$ cat src/rtl/register_bank_pkg.sv
`default_nettype none
// ============================================================================
// register_bank_pkg : shared defaults, clear-FSM states, zero-register index
// Rev 1.0
// ============================================================================
package register_bank_pkg;

  localparam int DEF_WIDTH = 16;
  localparam int DEF_DEPTH = 16;

  // Entry at this index is hardwired to zero
  localparam int RB_ZERO_IDX = 0;

  typedef enum logic [0:0] {
    RB_IDLE  = 1'b0,
    RB_CLEAR = 1'b1
  } rb_state_t;

endpackage : register_bank_pkg
`default_nettype wire

$ cat src/rtl/register_bank_if.sv
`default_nettype none
// ============================================================================
// register_bank_if : write/read/clear bus of the register bank
// Rev 1.0
// ============================================================================
interface register_bank_if
  import register_bank_pkg::*;
#(
  parameter int WIDTH = DEF_WIDTH,
  parameter int DEPTH = DEF_DEPTH
);

  localparam int AW = $clog2(DEPTH);

  logic             wr_en;
  logic [AW-1:0]    wr_addr;
  logic [WIDTH-1:0] wr_data;
  logic [AW-1:0]    rd_addr_a;
  logic [AW-1:0]    rd_addr_b;
  logic [WIDTH-1:0] rd_data_a;
  logic [WIDTH-1:0] rd_data_b;
  logic             clr_req;
  logic             busy;

  modport master (
    output wr_en, wr_addr, wr_data, rd_addr_a, rd_addr_b, clr_req,
    input  rd_data_a, rd_data_b, busy
  );

  modport slave (
    input  wr_en, wr_addr, wr_data, rd_addr_a, rd_addr_b, clr_req,
    output rd_data_a, rd_data_b, busy
  );

endinterface : register_bank_if
`default_nettype wire

$ cat src/rtl/register_bank_clr_seq.sv
`default_nettype none
// ============================================================================
// register_bank_clr_seq : sequenced clear engine, zeroes entries 1..DEPTH-1
// Rev 1.0
// ============================================================================
module register_bank_clr_seq
  import register_bank_pkg::*;
#(
  parameter int DEPTH = DEF_DEPTH,
  parameter int AW    = $clog2(DEPTH)
) (
  input  logic          CLK,
  input  logic          reset_n,
  input  logic          clr_req,
  output logic          busy,
  output logic          clr_we,
  output logic [AW-1:0] clr_addr
);

  localparam logic [AW-1:0] LAST_ADDR = AW'(DEPTH - 1);

  rb_state_t     state, state_nxt;
  logic [AW-1:0] cnt, cnt_nxt;

  always_ff @(posedge CLK) begin
    if (!reset_n) begin
      state <= RB_IDLE;
      cnt   <= '0;
    end else begin
      state <= state_nxt;
      cnt   <= cnt_nxt;
    end
  end

  always_comb begin
    state_nxt = state;
    cnt_nxt   = cnt;
    case (state)
      RB_IDLE: begin
        // Entry 0 never needs clearing, so the sweep starts at 1
        if (clr_req) begin
          state_nxt = RB_CLEAR;
          cnt_nxt   = AW'(1);
        end
      end
      RB_CLEAR: begin
        if (cnt == LAST_ADDR) begin
          state_nxt = RB_IDLE;
          cnt_nxt   = '0;
        end else begin
          cnt_nxt = cnt + AW'(1);
        end
      end
      default: begin
        state_nxt = RB_IDLE;
        cnt_nxt   = '0;
      end
    endcase
  end

  assign busy     = (state == RB_CLEAR);
  assign clr_we   = (state == RB_CLEAR);
  assign clr_addr = cnt;

endmodule : register_bank_clr_seq
`default_nettype wire

$ cat src/rtl/register_bank.sv
`default_nettype none
// ============================================================================
// register_bank : DEPTH x WIDTH register file, 1 write / 2 registered reads
// Optional write-first forwarding: REGISTER_BANK_BYPASS_EN.  Rev 1.0
// ============================================================================
module register_bank
  import register_bank_pkg::*;
#(
  parameter int WIDTH = DEF_WIDTH,
  parameter int DEPTH = DEF_DEPTH
) (
  input  logic            CLK,
  input  logic            reset_n,
  register_bank_if.slave  bus
);

  localparam int            AW        = $clog2(DEPTH);
  localparam logic [AW-1:0] ZERO_ADDR = AW'(RB_ZERO_IDX);

  logic [WIDTH-1:0] mem [DEPTH];
  logic [WIDTH-1:0] rd_a, rd_b;
  logic             busy;
  logic             clr_we;
  logic [AW-1:0]    clr_addr;
  logic             wr_accept;
  logic             we;
  logic [AW-1:0]    waddr;
  logic [WIDTH-1:0] wdata;

  register_bank_clr_seq #(
    .DEPTH (DEPTH),
    .AW    (AW)
  ) u_clr_seq (
    .CLK      (CLK),
    .reset_n  (reset_n),
    .clr_req  (bus.clr_req),
    .busy     (busy),
    .clr_we   (clr_we),
    .clr_addr (clr_addr)
  );

  // The sweep only runs while busy, and user writes are dropped while busy,
  // so the two write sources never collide.
  assign wr_accept = bus.wr_en && !busy && (bus.wr_addr != ZERO_ADDR);
  assign we        = clr_we || wr_accept;
  assign waddr     = clr_we ? clr_addr : bus.wr_addr;
  assign wdata     = clr_we ? '0 : bus.wr_data;

  always_ff @(posedge CLK) begin
    if (!reset_n) begin
      for (int i = 0; i < DEPTH; i++) begin
        mem[i] <= '0;
      end
    end else if (we) begin
      mem[waddr] <= wdata;
    end
  end

  always_ff @(posedge CLK) begin
    if (!reset_n) begin
      rd_a <= '0;
      rd_b <= '0;
    end else begin
      rd_a <= (bus.rd_addr_a == ZERO_ADDR) ? '0 : mem[bus.rd_addr_a];
      rd_b <= (bus.rd_addr_b == ZERO_ADDR) ? '0 : mem[bus.rd_addr_b];
`ifdef REGISTER_BANK_BYPASS_EN
      if (wr_accept && (bus.wr_addr == bus.rd_addr_a)) rd_a <= bus.wr_data;
      if (wr_accept && (bus.wr_addr == bus.rd_addr_b)) rd_b <= bus.wr_data;
`endif
    end
  end

  assign bus.rd_data_a = rd_a;
  assign bus.rd_data_b = rd_b;
  assign bus.busy      = busy;

endmodule : register_bank
`default_nettype wire

$ cat src/flat_wrapper.sv
// flat-port wrapper written by rule: the top's interface ports become plain ports
module register_bank_flat import register_bank_pkg::*;
#(
  parameter int WIDTH = DEF_WIDTH,
  parameter int DEPTH = DEF_DEPTH
)
  (CLK, reset_n, bus_wr_en, bus_wr_addr, bus_wr_data, bus_rd_addr_a, bus_rd_addr_b, bus_clr_req, bus_rd_data_a, bus_rd_data_b, bus_busy);
  register_bank_if #(.WIDTH(WIDTH), .DEPTH(DEPTH)) bus_i ();
  input  logic CLK;
  input  logic reset_n;
  input wire logic [$bits(bus_i.wr_en)-1:0] bus_wr_en;
  input wire logic [$bits(bus_i.wr_addr)-1:0] bus_wr_addr;
  input wire logic [$bits(bus_i.wr_data)-1:0] bus_wr_data;
  input wire logic [$bits(bus_i.rd_addr_a)-1:0] bus_rd_addr_a;
  input wire logic [$bits(bus_i.rd_addr_b)-1:0] bus_rd_addr_b;
  input wire logic [$bits(bus_i.clr_req)-1:0] bus_clr_req;
  output wire logic [$bits(bus_i.rd_data_a)-1:0] bus_rd_data_a;
  output wire logic [$bits(bus_i.rd_data_b)-1:0] bus_rd_data_b;
  output wire logic [$bits(bus_i.busy)-1:0] bus_busy;
  assign bus_i.wr_en = bus_wr_en;
  assign bus_i.wr_addr = bus_wr_addr;
  assign bus_i.wr_data = bus_wr_data;
  assign bus_i.rd_addr_a = bus_rd_addr_a;
  assign bus_i.rd_addr_b = bus_rd_addr_b;
  assign bus_i.clr_req = bus_clr_req;
  assign bus_rd_data_a = bus_i.rd_data_a;
  assign bus_rd_data_b = bus_i.rd_data_b;
  assign bus_busy = bus_i.busy;
  register_bank #(.WIDTH(WIDTH), .DEPTH(DEPTH)) u_core (.CLK(CLK), .reset_n(reset_n), .bus(bus_i));
endmodule
$ cat config.mk
export PLATFORM = sky130hd
export DESIGN_NAME = register_bank_flat
export DESIGN_NICKNAME = d
export VERILOG_FILES = /design/src/rtl/register_bank_pkg.sv /design/src/rtl/register_bank_if.sv /design/src/rtl/register_bank_clr_seq.sv /design/src/rtl/register_bank.sv /design/src/flat_wrapper.sv
export SDC_FILE = /design/constraint.sdc
export NUM_CORES = 1
export LEC_CHECK = 0
export ABC_AREA = 1
export ABC_CLOCK_PERIOD_IN_PS = 2200
export CORE_ASPECT_RATIO = 2
export CORE_MARGIN = 8
export CORE_UTILIZATION = 50
export DETAILED_ROUTE_END_ITERATION = 10
export DONT_BUFFER_PORTS = 1
export PLACE_DENSITY = 0.68
export RECOVER_POWER = 50
export SLEW_MARGIN = 10
export SYNTH_ARGS = -nofsm -noshare
export SYNTH_HDL_FRONTEND = slang
export SYNTH_HIERARCHICAL = 1
export SYNTH_SLANG_ARGS = --single-unit
$ cat constraint.sdc
create_clock -name CLK -period 2.2 [get_ports CLK]
set_input_delay 0.11 -clock CLK [delete_from_list [all_inputs] [get_ports CLK]]
set_output_delay 0.11 -clock CLK [all_outputs]
set_load 0.005 [all_outputs]
==> results by stage, run 1 <==
Power:
- The power per cell area is between 700 and 800 nW/um^2.
- The peak supply drop is approximately 580 uV.
- The standby leakage power is between 8 and 9 nW.

Worst setup path:
- The kind of end point of the critical path is a flop.
- Of all nets on the critical path, the largest fanout is 2.
- The critical path launch point type is a flop.
- By instance count, the cell type seen most on the critical path is nand3_1.
- On the critical path, the stage with the largest delay is an instance of dlygate4sd3_1.
- The critical path's largest stage delay is roughly 0.60 ns.
- Data on the critical path is required at its endpoint by between 2 and 3 ns.
- The family with the most delay on the worst path is buffers and inverters.
- The critical path contains buffers and inverters numbering 3 combined.
- The startpoint-to-endpoint class of the critical path is reg2reg.
- Walking the worst path, the cells encountered are inv_1 -> nand2_1 -> nand3_1 -> nand3_1 -> dlygate4sd3_1 -> nand3_1 -> dlygate4sd3_1 -> a21oi_1.
- The arrival time of the worst setup path is 2.54 ns.

Clock tree:
- The count of H-tree levels built during CTS is 1.
- The clock tree from TritonCTS is done.
- The post-CTS clock slew at the launch and capture registers of the worst setup and hold paths is approximately 0.070 ns.
- The clock net in this run drives a total of 293 sinks.
- The number of buffers inserted during clock tree synthesis is 27.
- The clock root buffer is clkbuf_16.
- The post-CTS repair timing setup buffer count is 0.
- The maximum clock path buffer count is 3.
- Clock latency on the worst-skew pair, taken at its later pin, is roughly 0.56 ns.

Final layout:
- Relative to the synthesized area, the layout overhead comes to 8.729%.
- The repair_antennas step left the layout with diodes totalling 0.
- After filler insertion, the fill cell instance count of the layout stands at 3037.
- The library cell used most frequently in the layout, excluding fill and tap cells, is nand2_1.
- The final core area utilization is 55.03%.
- Leaving out fill and tap cells, the most frequent cells in the layout are 728 x nand2_1, 366 x nand3_1, 300 x inv_1.
- The sequential standard cell area is between 8000 and 9000 sq um.
- In the final design database the tool counted 2175 nets.
- The ratio of cells with drive above 1 in the final layout is approximately 5.7%.
- The area taken by multi-input logic gates is about 6000 sq um.

Timing:
- The setup clock skew after layout is around 0.013 ns.
- The slew of the pin with the lowest slew margin is 1.176 ns.
- The final hold violation count is 0.
- Setup violations remaining at the end of the flow were counted as 0.
- For the finished layout, the period the worst path requires is 2.104 ns.
- The remaining max-slew budget at the tightest pin is 21.34%.
- The final worst hold slack is ~0.00044 ns.
- Setup repair after global routing left no endpoint under its margin.
- Setup total negative slack on the finished layout was measured at 0 ns.
- The share of the clock period used by the worst path after layout is between 90% and 100%.
- The number of max-slew violations in the final report is 0.
- Static timing analysis puts the maximum clock frequency at about 480 MHz.
- Setup slack on the critical path of the routed design comes to 0.09576 ns.

Synth:
- Dividing the synthesized area by the synthesized cell count gives between 7 and 8 sq um.
- Sequential elements use about half of the synthesized area.
- The area of the mapped netlist is ~16000 sq um.
- The count of state elements after synthesis is approximately 290.
- Synthesis handed over a netlist of between 2k and 2.5k instances.
- The Yosys step of the flow raised 6 warnings.
- The number of distinct library cell variants in the gate-level netlist after synthesis is 25.

Detailed routing:
- The detail-routed via count per cell is 5.575.
- After detailed routing, the total wire length is around 54000 um.
- The wire length per cell after detailed routing is roughly 21 um.
- After detailed routing, the number of remaining DRC violations is 0.
- The remaining number of nets flagged by the antenna check after routing is 0.
- The detailed router's first-iteration violation count is roughly 1.6k.
- The number of iterations in the first detailed-routing pass is 8.
- Summing over every cut layer, the via total after detailed routing is approximately 14k.

Die:
- After floorplanning, the core was sized to cover around 32000 sq um.
- During I/O placement, the number of pins put on the boundary was 65.
- The die outline area is about 40000 sq um.
- The floorplan row count is slightly above 90.
- From left edge to right edge, the die measures approximately 140 um.
- From bottom edge to top edge, the die measures around 270 um.
- The initial utilization of the core area, before any placement, comes to between 50% and 60%.

Placement:
- Timing analysis after detailed placement gives a worst setup slack of roughly 0.3 ns.
- At the end of routability-driven placement, the weighted congestion stood at between 0.9 and 1.
- The HPWL after detailed placement is roughly 33000 um.
- Input and output buffers added on the ports amount to 0.

GRT:
- The number of global-route vias before repair is roughly 14k.
- In the global route stage, overall resource usage came out at between 20% and 30%.
- The initial antenna violation count is 0.
- The remaining global-route overflow is 0.
- Entering global routing, the biggest net connects about 120 pins.
- The global-route wire length before repair is between 80000 and 90000 um.

Flow run:
- Max-cap violations in this run came to 0.

Min path:
- The worst hold path belongs to the class in2reg.

Run status:
- The flow ran to the end, and the final reports show no timing, DRC or antenna violations.
==> Yosys cell counts, drive strengths merged <==
library cell,count,area (sq um)
nand2,730,2743
nand3,371,1999
inv,305,1145
nor2,267,1027
edfxtp,256,7687
buf,95,559.3
clkbuf,44,168.9
dfxtp,37,740.7
a21oi,34,170.2
o21ai,7,35.03
conb,1,3.750
ha,1,12.51
nand3b,1,7.510
nor3,1,5.000
nor3b,1,7.510
==> per-stage QoR <==
stage	power [W]	area (sq um)	instances
after global placement	0.008092	16730	2516
after global routing	0.01331	17740	2590
after detailed placement	0.008123	16730	2516
final	0.01291	17740	2590
after CTS	0.01294	17870	2590
after floorplan	0.007663	16370	2166
==> power breakdown <==
| part | internal (W) | switching [W] |
|---|---|---|
| logic | 0.000488 | 0.00124 |
| registers | 0.00631 | 0.000102 |
| clock network | 0.00268 | 0.00209 |
==> path summary, 6_finish.rpt <==
path | from | endpoint | slack [ns] | cells after the start
max | u_core/mem[12][11] | u_core/bus.rd_data_a[11] | 0.1 | 8
min | bus_rd_addr_b[0] | u_core/bus.rd_data_b[1] | 0.0004 | 5
max reg2reg | u_core/mem[12][11] | u_core/bus.rd_data_a[11] | 0.1 | 8
min reg2reg | u_core/u_clr_seq/clr_addr[1] | u_core/u_clr_seq/clr_addr[1] | 0.52 | 2
==> timing repair <==
| action | CTS | global route |
|---|---|---|
| setup endpoints to repair | 0 | 2 |
| endpoints found under the hold margin | 233 | 0 |
| hold buffers | 24 | 0 |
| resized for setup | 0 | 2 |
==> state kept, by name, indices dropped and copies added (netlist names) <==
signal and flops:
u_core/bus.rd_data_a 16, u_core/bus.rd_data_b 16, u_core/mem 256, u_core/u_clr_seq/busy 1
u_core/u_clr_seq/clr_addr 4
==> final cells by class <==
type | instances | area share (%)
clock inverter | 15 | 0.8677
clock buffer | 35 | 4.092
multi-input combinational | 1429 | 33.62
inverter | 305 | 6.469
sequential | 293 | 47.52
timing repair buffer | 86 | 4.423
tap | 427 | 3.012
==> kinds of logic after synthesis <==
| logic type | Yosys count | share of synthesized area, % |
|---|---|---|
| buffers and inverters | 444 | 11.48 |
| AND/OR/NAND/NOR | 1371 | 35.49 |
| AO/OA/AOI/OAI | 41 | 1.258 |
| flip-flops | 293 | 51.67 |
| adder cells (fa/ha/maj) | 1 | 0.07669 |
| other | 1 | 0.02299 |
==> worst register-to-register path: cells and delay by family, from the launching register on <==
family / cells / cell delay [ns]
compound gates: 1 / 0.06
buf+inv: 3 / 1.24
flops: 1 / 0.38
simple gates: 4 / 0.29
==> layer usage <==
layer	up-vias	GRT usage, %	wire [um]
li1	6683	-	-
met1	6760	32.35	19090
met2	818	45.28	25590
met3	179	4.220	4774
met4	0	20.87	4394
met5	-	0	0
Note: power is estimated with default switching activity, not from simulation.
==> run 2: changes to the inputs <==
Settings changed: SYNTH_HIERARCHICAL 1 to default.
==> results by stage, run 2 <==
Worst setup path:
- The slowest stage of the critical path is the dlygate4sd3_1 cell.
- At the worst endpoint, the required time is approximately 2.6 ns.
- In this design, the stage delay of the slowest critical-path cell is approximately 0.61 ns.
- In this run the worst path has a maximum fanout of about 110.
- The startpoint-to-endpoint class of the critical path is in2reg.
- The critical path launch point type is an input port.
- STA classifies the critical path endpoint as a flop.
- The cell that appears most often on the critical path is nand3_1.
- At the worst endpoint, the arrival time is 2.56 ns.
- Traced cell by cell, the critical path runs through inv_4 -> buf_4 -> nand2_1 -> nand3_1 -> dlygate4sd3_1 -> nand3_1 -> dlygate4sd3_1 -> nand3_1 -> a21oi_1.

Power:
- Dividing total power by cell area gives a power density of 733.2 nW/um^2.
- The switching power total is 0.003598 W.
- The share of total power in combinational logic is 15.2%.
- The internal cell power is about 0.0096 W.
- The peak supply drop is about 560 uV.
- The share of total power in the clock network is a little over a third.
- The switching share of power is between 20 and 30%.
- The sequential fraction of design power is approximately 49%.
- The standby leakage power is 8.162 nW.

Die:
- The I/O pin total is 65.
- The width of the die is around 140 um.
- Measured along the y axis, the die boundary spans about 270 um.
- The die outline area is a little under 40000 sq um.
- The initialized floorplan defines 94 standard-cell rows.
- The floorplan step defined a core boundary enclosing ~33000 sq um.
- Once the floorplan was initialized, standard cells occupied just over 50% of the core.

Synth:
- A synthesized cell averages around 7.7 sq um.
- The top cell type by area accounts for 46.74% of the synthesized area.
- The commonest register cell after synthesis is edfxtp_1.
- In this run the cell area of the synthesized design comes to around 16000 sq um.
- The count of state elements after synthesis is between 200 and 300.
- In the synthesized netlist, the number of instances is about 2.1k.
- By area the synthesized netlist is led by edfxtp_1 47%, nand2_1 16%, nand3_1 11%.
- The most frequently used cell type in the post-synthesis netlist is nand2_1.
- By count the netlist is led by 717 x nand2_1, 357 x nand3_1, 301 x inv_1.
- The fraction of registers with async set or reset after synthesis is 0%.
- The number of synthesis warnings is 0.
- The number of distinct library cell variants in the gate-level netlist after synthesis is 27.
- The part of the Yosys area used for sequential elements is 51.24%.
- The largest total area in the synthesized netlist belongs to edfxtp_1.
- Yosys mapped a number of flops with a built-in enable equal to about 260.

Final layout:
- The finished cells cover 17930 sq um.
- The final core area utilization is 54.85%.
- The number of nets at the end of the flow is roughly 2.2k.
- The top cell types in the final layout, fill and taps aside, are 725 x nand2_1, 357 x nand3_1, 297 x inv_1.
- The ratio of cells with drive above 1 in the final layout is 7.229%.
- The library cell used most frequently in the layout, excluding fill and tap cells, is nand2_1.
- Excluding fillers, the count of instances in the completed layout stands at roughly 2.6k.
- The area growth from synthesis to layout is 9.037%.
- The flip-flop count of the largest register after layout is between 200 and 300.
- The register containing the most flip-flops in the final layout is u_core.mem.

Timing:
- Setup repair after global routing left no endpoint under its margin.
- The final hold violation count was 0.
- The final worst hold slack is 0.01394 ns.
- The shortest clock period the worst path allows after layout is 2.118 ns.
- At the pin with the least slew margin, the transition time is between 1 and 1.5 ns.
- The setup clock skew after layout is approximately 0.014 ns.
- The minimum setup slack in the final design is approximately 0.082 ns.
- The share of the clock period used by the worst path after layout is between 90% and 100%.
- The worst pin sits at a relative slew slack of between 10% and 20%.
- Derived from the worst setup path, the maximum achievable clock frequency is 472.2 MHz.
- The setup violation total in the final timing report is 0.
- The number of max-slew violations in the final report was 0.

Clock tree:
- The clock root buffer is clkbuf_16.
- The post-CTS clock slew at the launch and capture registers of the worst setup and hold paths is 0.06 ns.
- Clock latency on the worst-skew pair, taken at its later pin, is approximately 0.56 ns.
- The total clock sinks is roughly 300.
- The post-CTS repair timing setup buffer count is 0.
- TritonCTS created 26 clock buffers.
- TritonCTS built the clock tree.
- CTS built an H-tree with a depth of 1.
- The maximum clock path buffer count is 3.

GRT:
- The pin count of the biggest net entering global routing is 126.
- The number of global-route vias before repair is ~14k.
- The remaining global-route overflow is 0.
- The initial antenna violation count is 1.
- The first global-routing pass estimated slightly below 90000 um of wire.
- The total track usage is 31.05%.

Flow run:
- The max-cap check violation count is 0.

Detailed routing:
- Wires add up to between 60000 and 70000 um.
- Once detail routing completed, the nets flagged for antenna violations numbered 0.
- The wire length per cell after detailed routing is about 23 um.
- In the routed design, unresolved DRC markers number 0.
- The via count is between 10k and 15k.
- The detailed router finished its first iteration with around 1.8k violations.
- For this run, the detailed router's first-pass iteration total came to 8.
- The detail-routed via count per cell is ~5.7.

Placement:
- The congestion estimate from routability-driven global placement came to ~0.96.
- Buffers placed on the I/O ports in this run total 0.
- The number of cells after detailed placement is 2522.
- The HPWL after detailed placement is 39190 um.
- The worst setup timing slack at the placement stage is around 0.08 ns.
- The post-placement cell area is 17040 sq um.

Run status:
- The run finished with clean final reports.

Min path:
- The class of the tightest hold or removal check is in2reg.
## run 2: cell count changes after synthesis, sizes merged, moves of 2 or more
cell    change
o21ai       +6
nand2       +2
nand3      -14
nor3      +112
inv         +2
buf        -34
clkbuf     +44
nor2      -123
## run 2: power groups by stage
stage               registers (W)  logic [W]  clock network [W]
global placement          0.00653    0.00185                  0
global route              0.00644    0.00214            0.00495
floorplan                 0.00650    0.00128                  0
CTS                       0.00642    0.00198            0.00479
finish                    0.00642    0.00200            0.00473
detailed placement        0.00654    0.00188                  0
## run 2: area by class of cell
type / instances / area (sq um)
Timing Repair Buffer: 98 / 817.0
Tap cell: 432 / 540.5
Sequential cell: 293 / 8428
Multi-Input combinational cell: 1414 / 6122
Fill cell: 3162 / 14760
Inverter: 307 / 1156
Antenna cell: 1 / 2.502
Clock buffer: 37 / 753.2
Clock inverter: 9 / 115.1
## run 2: worst max-delay path: cells and delay by family
| family | cells | cell delay, ns |
|---|---|---|
| and+or+nand+nor | 4 | 0.31 |
| AOI/OAI and AO/OA | 1 | 0.07 |
| buffers and inverters | 4 | 1.96 |
## run 2: cell families after synthesis
group,synth area share (%)
and+or+nand+nor,35.94
buffers and inverters,10.99
adders and majority gates,0.07606
AOI/OAI and AO/OA,1.673
DFF,51.24
xor gates and xnor gates,0.05326
other,0.02280
## run 2: per-layer routing
layer  global-route usage, %  routed length [um]
met1                   32.82               19590
met2                   51.21               29110
met3                   4.580                4685
met4                   30.40                6998
met5                       0                  12
## run 2: final timing paths
| path | from | end | slack [ns] | depth (start not counted) |
|---|---|---|---|---|
| worst max-delay path | bus_rd_addr_a[0] | u_core.bus.rd_data_a[14] | 0.08 | 9 |
| worst min register to register | u_core.u_clr_seq.clr_addr[1] | u_core.u_clr_seq.clr_addr[1] | 0.50 | 2 |
| worst min-delay path | bus_rd_addr_a[0] | u_core.bus.rd_data_a[15] | 0.01 | 5 |
| worst max register to register | u_core.u_clr_seq.busy | u_core.mem[4][1] | 0.13 | 6 |
## run 2: timing repair
action	in CTS	in global routing
hold buffers	22	0
hold endpoints to repair	277	0
endpoints found under the setup margin	0	32
resized for setup	0	1
## run 2: per-stage QoR
| stage | power (W) | setup TNS, ns |
|---|---|---|
| 3_5_place_dp | 0.008417 | 0 |
| 3_3_place_gp | 0.008385 | 0 |
| 5_1_grt | 0.01353 | 0 |
| 6_report | 0.01315 | 0 |
| 4_1_cts | 0.01319 | 0 |
| 2_1_floorplan | 0.007774 | -8.354 |
